`src/rtl/ps2_scan_tracker_if.sv`:
```
// PS/2 scan tracker port bundle: raw keyboard lines in,
// decoded key state and frame pulses out.
interface ps2_scan_tracker_if;
    logic       ps2_clk;
    logic       ps2_data;
    logic [7:0] code;
    logic       seg_en;
    logic [7:0] press_cnt;
    logic       frame_done;
    logic       frame_err;

    modport master (
        output ps2_clk, ps2_data,
        input  code, seg_en, press_cnt, frame_done, frame_err
    );

    modport slave (
        input  ps2_clk, ps2_data,
        output code, seg_en, press_cnt, frame_done, frame_err
    );
endinterface

```
`src/rtl/ps2_scan_tracker.sv`:
```
// PS/2 keyboard frame receiver with make/repeat/break key tracking.
// Define PS2_PARITY_CHECK_EN to reject frames with bad odd parity.
module ps2_scan_tracker #(
    parameter int TIMEOUT_CYC = 50000
) (
    input logic clk,
    input logic clrn,
    ps2_scan_tracker_if.slave bus
);
    localparam int IW = $clog2(TIMEOUT_CYC + 1);

    typedef enum logic [1:0] {
        S_IDLE,
        S_PRESSED,
        S_BREAK
    } state_t;

    logic [2:0]    ps2c_q, ps2c_d;
    logic [1:0]    ps2d_q, ps2d_d;
    logic [3:0]    bitcnt_q, bitcnt_d;
    logic [9:0]    buf_q, buf_d;
    logic [IW-1:0] idle_q, idle_d;
    logic          done_q, done_d;
    logic          err_q, err_d;
    state_t        state_q, state_d;
    logic [7:0]    code_q, code_d;
    logic          seg_q, seg_d;
    logic [7:0]    cnt_q, cnt_d;

    logic       fall;
    logic       timeout;
    logic       par_ok;
    logic       frame_ok;
    logic [7:0] rx_byte;

    always_comb begin
        ps2c_d   = {ps2c_q[1:0], bus.ps2_clk};
        ps2d_d   = {ps2d_q[0], bus.ps2_data};
        bitcnt_d = bitcnt_q;
        buf_d    = buf_q;
        idle_d   = idle_q;
        done_d   = 1'b0;
        err_d    = 1'b0;
        fall     = ps2c_q[2] & ~ps2c_q[1];
        timeout  = (bitcnt_q != 4'd0) &&
                   (idle_q == IW'(TIMEOUT_CYC - 1));
`ifdef PS2_PARITY_CHECK_EN
        par_ok   = ^buf_q[9:1];
`else
        par_ok   = 1'b1;
`endif
        // buf_q still holds start..parity before the stop bit lands
        frame_ok = ~buf_q[0] & ps2d_q[1] & par_ok;
        if (fall) begin
            buf_d  = {ps2d_q[1], buf_q[9:1]};
            idle_d = '0;
            if (bitcnt_q == 4'd10) begin
                bitcnt_d = 4'd0;
                done_d   = frame_ok;
                err_d    = ~frame_ok;
            end else begin
                bitcnt_d = bitcnt_q + 4'd1;
            end
        end else if (timeout) begin
            bitcnt_d = 4'd0;
            buf_d    = '0;
            idle_d   = '0;
        end else if (bitcnt_q != 4'd0) begin
            idle_d = idle_q + IW'(1);
        end
    end

    assign rx_byte = buf_q[7:0];

    always_comb begin
        state_d = state_q;
        code_d  = code_q;
        seg_d   = seg_q;
        cnt_d   = cnt_q;
        if (done_q && rx_byte != 8'hE0) begin
            case (state_q)
                S_IDLE: begin
                    if (rx_byte == 8'hF0) begin
                        state_d = S_BREAK;
                    end else begin
                        state_d = S_PRESSED;
                        code_d  = rx_byte;
                        seg_d   = 1'b1;
                        cnt_d   = cnt_q + 8'd1;
                    end
                end
                S_PRESSED: begin
                    if (rx_byte == code_q) begin
                        state_d = S_PRESSED;
                    end else if (rx_byte == 8'hF0) begin
                        state_d = S_BREAK;
                    end else begin
                        code_d = rx_byte;
                        cnt_d  = cnt_q + 8'd1;
                    end
                end
                S_BREAK: begin
                    if (seg_q && rx_byte != code_q) begin
                        state_d = S_PRESSED;
                    end else begin
                        state_d = S_IDLE;
                        seg_d   = 1'b0;
                    end
                end
                default: state_d = S_IDLE;
            endcase
        end
    end

    always_ff @(posedge clk or negedge clrn) begin
        if (!clrn) begin
            ps2c_q   <= 3'b111;
            ps2d_q   <= 2'b11;
            bitcnt_q <= 4'd0;
            buf_q    <= '0;
            idle_q   <= '0;
            done_q   <= 1'b0;
            err_q    <= 1'b0;
            state_q  <= S_IDLE;
            code_q   <= 8'h00;
            seg_q    <= 1'b0;
            cnt_q    <= 8'h00;
        end else begin
            ps2c_q   <= ps2c_d;
            ps2d_q   <= ps2d_d;
            bitcnt_q <= bitcnt_d;
            buf_q    <= buf_d;
            idle_q   <= idle_d;
            done_q   <= done_d;
            err_q    <= err_d;
            state_q  <= state_d;
            code_q   <= code_d;
            seg_q    <= seg_d;
            cnt_q    <= cnt_d;
        end
    end

    assign bus.code       = code_q;
    assign bus.seg_en     = seg_q;
    assign bus.press_cnt  = cnt_q;
    assign bus.frame_done = done_q;
    assign bus.frame_err  = err_q;
endmodule

```
`src/flat_wrapper.sv`:
```
// flat-port wrapper written by rule: the top's interface ports become plain ports
module ps2_scan_tracker_flat 
#(
    parameter int TIMEOUT_CYC = 50000
)
  (clk, clrn, bus_ps2_clk, bus_ps2_data, bus_code, bus_seg_en, bus_press_cnt, bus_frame_done, bus_frame_err);
  ps2_scan_tracker_if bus_i ();
  input logic clk;
  input logic clrn;
  input wire logic [$bits(bus_i.ps2_clk)-1:0] bus_ps2_clk;
  input wire logic [$bits(bus_i.ps2_data)-1:0] bus_ps2_data;
  output wire logic [$bits(bus_i.code)-1:0] bus_code;
  output wire logic [$bits(bus_i.seg_en)-1:0] bus_seg_en;
  output wire logic [$bits(bus_i.press_cnt)-1:0] bus_press_cnt;
  output wire logic [$bits(bus_i.frame_done)-1:0] bus_frame_done;
  output wire logic [$bits(bus_i.frame_err)-1:0] bus_frame_err;
  assign bus_i.ps2_clk = bus_ps2_clk;
  assign bus_i.ps2_data = bus_ps2_data;
  assign bus_code = bus_i.code;
  assign bus_seg_en = bus_i.seg_en;
  assign bus_press_cnt = bus_i.press_cnt;
  assign bus_frame_done = bus_i.frame_done;
  assign bus_frame_err = bus_i.frame_err;
  ps2_scan_tracker #(.TIMEOUT_CYC(TIMEOUT_CYC)) u_core (.clk(clk), .clrn(clrn), .bus(bus_i));
endmodule
```
`config.mk`:
```
export PLATFORM = sky130hd
export DESIGN_NAME = ps2_scan_tracker_flat
export DESIGN_NICKNAME = d
export VERILOG_FILES = /design/src/rtl/ps2_scan_tracker_if.sv /design/src/rtl/ps2_scan_tracker.sv /design/src/flat_wrapper.sv
export SDC_FILE = /design/constraint.sdc
export NUM_CORES = 1
export LEC_CHECK = 0
export ABC_AREA = 1
export BUFFER_PORTS_ARGS = -buffer_cell sky130_fd_sc_hd__buf_2
export CAP_MARGIN = 30
export CORE_ASPECT_RATIO = 1.1
export CORE_MARGIN = 1
export CORE_UTILIZATION = 54
export CTS_CLUSTER_SIZE = 25
export DETAILED_ROUTE_END_ITERATION = 6
export GPL_TIMING_DRIVEN = 0
export PLACE_DENSITY = 0.76
export SYNTH_ARGS = -nofsm -noshare
export SYNTH_HDL_FRONTEND = slang
export SYNTH_SLANG_ARGS = --single-unit
```
`constraint.sdc`:
```
create_clock -name clk -period 1.5 [get_ports clk]
set_clock_uncertainty 0.1 [all_clocks]
set_input_delay 0.15 -clock clk [delete_from_list [all_inputs] [get_ports clk]]
set_output_delay 0.15 -clock clk [all_outputs]
set_load 0.02 [all_outputs]
```
==> flow_summary.yaml, run 1 <==
sta:
  period_needed_ps: 1715
  setup_tns_ps: -5592
  rsz0062_at_grt: "true"
  finalMaxSlewViolations: 0
  min_period_over_period_pct: 114.3
  worst_slew_pin_slew_ps: 579.7
  timing.final.setup_violations: 49
  max_slew_margin_pct: 61.35
  fmax_ghz: 0.5830
  finalWorstSetupSlack_ps: -215.2
  hold_viol_final: 0
  hold_ws_ps: 261.1
grt:
  antenna_found_initial: 0
  grt_pass1_vias: 2497
  gr-total-overflow: 0
  grt_max_degree: 33
  grt_usage_pct: 24.71
  grt_pass1_wl_um: 10970
critical_path:
  arrival_ps: 1860
  crit_required_ps: 1650
  critPathLaunchType: "flop"
  critPathBufInv: 2
  slowest_stage: "dfrtp_1"
  cp_max_fo: 5
  worstPathCellList: "buf_6 > xnor2_2 > nand2_2 > nor2_4 > nand3_4 > nand2_8 > clkbuf_16 > nand2_2 > o21ai_2"
  cp_slowest_stage_delay_ps: 420
  end_kind: "flop"
  cp_common_cell: "nand2_2"
  path_delay_family: "simple AND/OR/NAND/NOR gates"
  path_class: "reg2reg"
cts:
  htree_num_levels: 2
  cts.sink_count: 56
  cts.clk_slew.worst_paths_ps: 100
  cts_buffers: 5
  root_buffer: "clkbuf_8"
  clk_latency_ps: 310
  cts_tree: "yes"
  cts_buffer_depth: 2
yosys:
  yosysSeqAreaShare_pct: 47.23
  synth_fp_nets: 344
  synth_cell_types: 37
  synthTopCellsByArea: "dfrtp_1 43%, nand2_1 9.8%, inv_1 4.8%"
  synth_area_um2: 2980
  ys_seq_elements: 56
  synth_warnings: 0
  synth-edff-count: 0
  synth_top_area_share_pct: 42.82
  ys.flop_type: "dfrtp_1"
  syn_area_per_cell_um2: 8.897
  ys_async_sr_fraction_pct: 100.0
  syn_inst: 335
  synth_top_cell_by_area: "dfrtp_1"
detailed_routing:
  via_count: 2590
  drc: 0
  viasPerCell: 5.275
  antenna_left: 0
  drt-pass1-iter-count: 4
  detail_route.wirelength_um: 7406
  drtIter0Drc: 152
  avgRoutedWirePerCell_um: 15.08
floorplanning:
  ios: 23
  coreArea_um2: 5360
  start_util_pct: 55.60
  rows: 28
  fp.dieH_um: 79.92
  die-area_um2: 5821
  die_w_um: 72.84
pwr:
  peakVddDrop_mv: 0.8316
  p_leak_nw: 1.974
  cellPowerDensity_nw_per_um2: 1116
final_layout:
  layout-drive-gt1-share_pct: 48.08
  multiInputGateArea_um2: 1644
  fill_cells: 349
  regArea_um2: 1415
  antenna_cells: 0
  fin_area_um2: 4099
  nets: 424
  area_growth_syn_to_layout_pct: 37.53
min_path:
  hp-class: "in2async"
status:
  status: "finished with violations"
  violations: "negative setup slack"
place:
  place_area_um2: 3249
  io_buffers: 22
  gp_congestion: 0.9250
  pre_cts_ws_ps: -257.8
  dp_hpwl_um: 4044
run:
  cap_violations: 0
==> flip-flops by register name, indices dropped and copies added (netlist names) <==
signal and cells:
u_core.bitcnt_q 4, u_core.buf_q 10, u_core.bus.code 8, u_core.bus.frame_done 1, u_core.bus.frame_err 1, u_core.bus.press_cnt 8, u_core.bus.seg_en 1, u_core.idle_q 16
u_core.ps2c_q 3, u_core.ps2d_q 2, u_core.state_q 2
==> final cells by class <==
type,instances,area share (%)
buffer,6,2.015
clock buffer,7,2.106
clock inverter,1,0.1832
inverter,48,4.518
multi-input combinational,226,40.11
sequential,56,34.52
tap,75,2.289
timing repair buffer,72,14.26
==> worst register-to-register path, delay by kind of cell, from the launching register on <==
family                    cells  cell delay (ps)
and+or+nand+nor               5              630
DFF                           1              420
buffers and inverters         2              290
xor gates and xnor gates      1              140
AOI/OAI and AO/OA             1               60
==> where the power goes <==
part	switching, W	internal, W
clock network	0.000494	0.000377
logic	0.000980	0.000821
registers	0.000196	0.00171
==> metal layers <==
metal	routed length [um]	track usage [%]	part of all wire [%]
met2	4025	43.55	54
met4	239	11.96	3.2
met3	142	4.040	1.9
met5	0	0	0
met1	2998	28.98	40
==> per-stage QoR <==
stage	util (%)	std cells	power, W
global placement	60.25	432	0.002962
CTS	71.52	478	0.004248
finish	76.47	491	0.004574
global route	76.47	491	0.004800
floorplan	-	335	0.002744
detailed placement	60.62	433	0.003007
==> cells by family (layout without fill, tap and decap cells) <==
group           after synthesis  count (layout)  synth area share [%]
xor+xnor                     17              17                 4.996
fa+ha+maj                     5               5                 2.099
mux                           1               1                0.3359
flops                        56              56                 47.23
compound gates               39              39                 8.397
buf+inv                      54             134                 8.522
simple gates                163             164                 28.42
==> cells in the mapped netlist (all sizes together), types with 8 or more instances <==
master and instances:
dfrtp 51, nor2 24, xnor2 13, o22ai 12
nor3 16, inv 47, nand2 92, o21ai 16
nand3 25, a21oi 8
==> path summary, 6_finish.rpt <==
check	slack [ps]	start	end	cells after the start
worst max-delay path	-220	u_core.buf_q[2]$_DFFE_PN0P_	u_core.bus.code[4]$_DFFE_PN0P_	9
worst min-delay path	260	clrn	u_core.bus.press_cnt[5]$_DFFE_PN0P_	2
worst max register to register	-220	u_core.buf_q[2]$_DFFE_PN0P_	u_core.bus.code[4]$_DFFE_PN0P_	9
worst min register to register	260	u_core.ps2d_q[0]$_DFF_PN1_	u_core.ps2d_q[1]$_DFF_PN1_	0
max in group asynchronous	450	clrn	u_core.buf_q[0]$_DFFE_PN0P_	3
min in group clk	260	u_core.ps2d_q[0]$_DFF_PN1_	u_core.ps2d_q[1]$_DFF_PN1_	0
==> cells in the final DEF, fill, tap and decap left out, drive strengths merged, types with 3 or more instances in the layout <==
master and instances:
xnor2 13, nor3 16, nand3 25, buf 72, nor2 24, a21oi 8, nand2 93, inv 47
ha 5, dfstp 5, o21ai 16, clkbuf 10, o22ai 12, nand4 5, dfrtp 51, dlygate4sd3 3
xor2 4
==> timing repair <==
action,in CTS,in global routing
setup endpoints to repair,48,49
hold buffers,3,0
buffers inserted,32,10
pin swaps,21,23
gates cloned,3,3
hold endpoints to repair,21,0
resized for setup,54,30
(Power assumes the default switching activity.)
==> run 2, diff against run 1 <==
--- a/config.mk
+++ b/config.mk
@@ -14,7 +14,7 @@
 export CTS_CLUSTER_SIZE = 25
 export DETAILED_ROUTE_END_ITERATION = 6
 export GPL_TIMING_DRIVEN = 0
-export PLACE_DENSITY = 0.76
+export PLACE_DENSITY = 0.84
 export SYNTH_ARGS = -nofsm -noshare
 export SYNTH_HDL_FRONTEND = slang
 export SYNTH_SLANG_ARGS = --single-unit
==> run 2 against run 1 <==
  * The flow still finishes with violations (negative setup slack)
  * Cell area is 6.6% higher
  * First-iteration DRC count is 42% higher
  * Non-clock buffer count is 16 higher
  * Utilization is 5.1 points higher
  * Combinational power is 16% higher
  * Register-to-register slack worse by 90 ps
  * Clock power is 3.2% higher
  * Flip-flop and latch count stayed put
  * Critical path depth is 1 higher
  * Power is 7.8% higher
  * Critical path type unchanged
  * Largest power group is now combinational logic
  * Highest routed layer unchanged
==> flow_summary.yaml, run 2 (synthesis results as in run 1) <==
status:
  status: "finished with violations"
  violations: "negative setup slack"
grt:
  grt_max_degree: 35
  antenna_found_initial: 0
  grt_pass1_wl_um: 13590
  grt_pass1_vias: 2787
  gr-total-overflow: 0
  grt_usage_pct: 31.44
detailed_routing:
  drt-pass1-iter-count: 4
  drtIter0Drc: 216
  detail_route.wirelength_um: 10070
  via_count: 2921
  drc: 0
  viasPerCell: 5.773
  antenna_left: 0
  avgRoutedWirePerCell_um: 19.89
min_path:
  hp-class: "reg2reg"
sta:
  finalWorstSetupSlack_ps: -302.7
  timing.final.setup_violations: 49
  fmax_ghz: 0.5547
  worst_slew_pin_slew_ps: 809.9
  rsz0062_at_grt: "true"
  setup_tns_ps: -11150
  finalMaxSlewViolations: 0
  min_period_over_period_pct: 120.2
  hold_viol_final: 0
  period_needed_ps: 1803
  max_slew_margin_pct: 46.01
floorplanning:
  ios: 23
  die_w_um: 72.84
  die-area_um2: 5821
  fp.dieH_um: 79.92
  coreArea_um2: 5360
  rows: 28
  start_util_pct: 55.60
place:
  pre_cts_ws_ps: -246.5
  gp_congestion: 0.9008
  dp_hpwl_um: 4035
  place_area_um2: 3257
  io_buffers: 22
cts:
  cts_buffers: 5
  htree_num_levels: 2
  cts_tree: "yes"
  cts_buffer_depth: 2
  clk_latency_ps: 330
  root_buffer: "clkbuf_8"
  cts.clk_slew.worst_paths_ps: 110
  cts.sink_count: 56
pwr:
  peakVddDrop_mv: 0.9177
  cellPowerDensity_nw_per_um2: 1128
  p_leak_nw: 2.113
  finalPower_w: 0.004931
critical_path:
  arrival_ps: 1970
  worstPathCellList: "nand2_2 > nor3_1 > nand2_2 > nand2_4 > nor2_8 > nand2_8 > buf_12 > buf_12 > nand2_4 > nand2_2"
  critPathBufInv: 2
  critPathLaunchType: "flop"
  cp_common_cell: "nand2_2"
  crit_required_ps: 1670
  slowest_stage: "dfrtp_1"
  end_kind: "flop"
  path_delay_family: "simple AND/OR/NAND/NOR gates"
  cp_slowest_stage_delay_ps: 450
  cp_max_fo: 5
  path_class: "reg2reg"
run:
  cap_violations: 0
final_layout:
  final_cell_mix: "50 x nand2_1, 46 x buf_4, 43 x dfrtp_1, 27 x inv_1, 24 x nand2_2"
  final_common_cell: "nand2_1"
  top_register: "u_core.idle_q"
  layout-drive-gt1-share_pct: 56.84
  nets: 439
  area_growth_syn_to_layout_pct: 46.64
  antenna_cells: 0
  reg.largest.list: "u_core.idle_q (16), u_core.buf_q (10)"
  fin_area_um2: 4370
  final_core_util_pct: 81.54
  largest_reg_flops: 16
[run 2: layout make-up]
class / count / area, um2
multi-input cells: 225 / 1769
flip-flops and latches: 56 / 1418
fillers: 279 / 989.7
repair buffers: 88 / 728.2
inverters: 48 / 185.2
well taps: 75 / 93.84
clock buffers: 7 / 86.33
plain buffers: 6 / 82.58
clock inverters: 1 / 7.507
[run 2: where the power goes]
group / total (W) / leakage, nW / internal, W / switching, W
sequential: 0.00194 / 0.735 / 0.00171 / 0.000231
combinational: 0.00209 / 1.33 / 0.000936 / 0.00116
clock: 0.000898 / 0.0445 / 0.000377 / 0.000521
total: 0.00493 / 2.11 / 0.00302 / 0.00191
[run 2: path summary, 6_finish.rpt]
check / start / end / slack (ps) / depth (start not counted)
worst max-delay path: u_core.buf_q[7]$_DFFE_PN0P_ / u_core.bus.press_cnt[1]$_DFFE_PN0P_ / -300 / 10
worst min-delay path: u_core.ps2c_q[0]$_DFF_PN1_ / u_core.ps2c_q[1]$_DFF_PN1_ / 260 / 0
worst max register to register: u_core.buf_q[7]$_DFFE_PN0P_ / u_core.bus.press_cnt[1]$_DFFE_PN0P_ / -300 / 10
min in group asynchronous: clrn / u_core.bus.press_cnt[4]$_DFFE_PN0P_ / 340 / 2
max in group asynchronous: clrn / u_core.idle_q[3]$_DFFE_PN0P_ / 350 / 3
worst min register to register: u_core.ps2c_q[0]$_DFF_PN1_ / u_core.ps2c_q[1]$_DFF_PN1_ / 260 / 0
[run 2: per-stage QoR]
| stage | std cells | hold slack, ps |
|---|---|---|
| final | 506 | 263.4 |
| after global routing | 506 | 266.3 |
| after CTS | 486 | 262.6 |
| after detailed placement | 433 | 156.2 |
| after global placement | 432 | 155.7 |
| after floorplan | 335 | -245.6 |
[run 2: layer usage]
layer / vias to the layer above / global-route usage [%] / share of wire (%)
li1: 1266 / - / -
met1: 1426 / 35.66 / 36
met2: 165 / 53.27 / 52
met3: 64 / 6.439 / 5.5
met4: 0 / 20.59 / 7.0
met5: - / 0 / 0
[run 2: what timing repair did]
item	4_1_cts	5_1_grt
gates cloned	5	0
buffers inserted	37	25
hold buffers	3	0
gates resized for setup	54	85
hold endpoints to repair	30	0
pin swaps	18	29
endpoints found under the setup margin	48	49
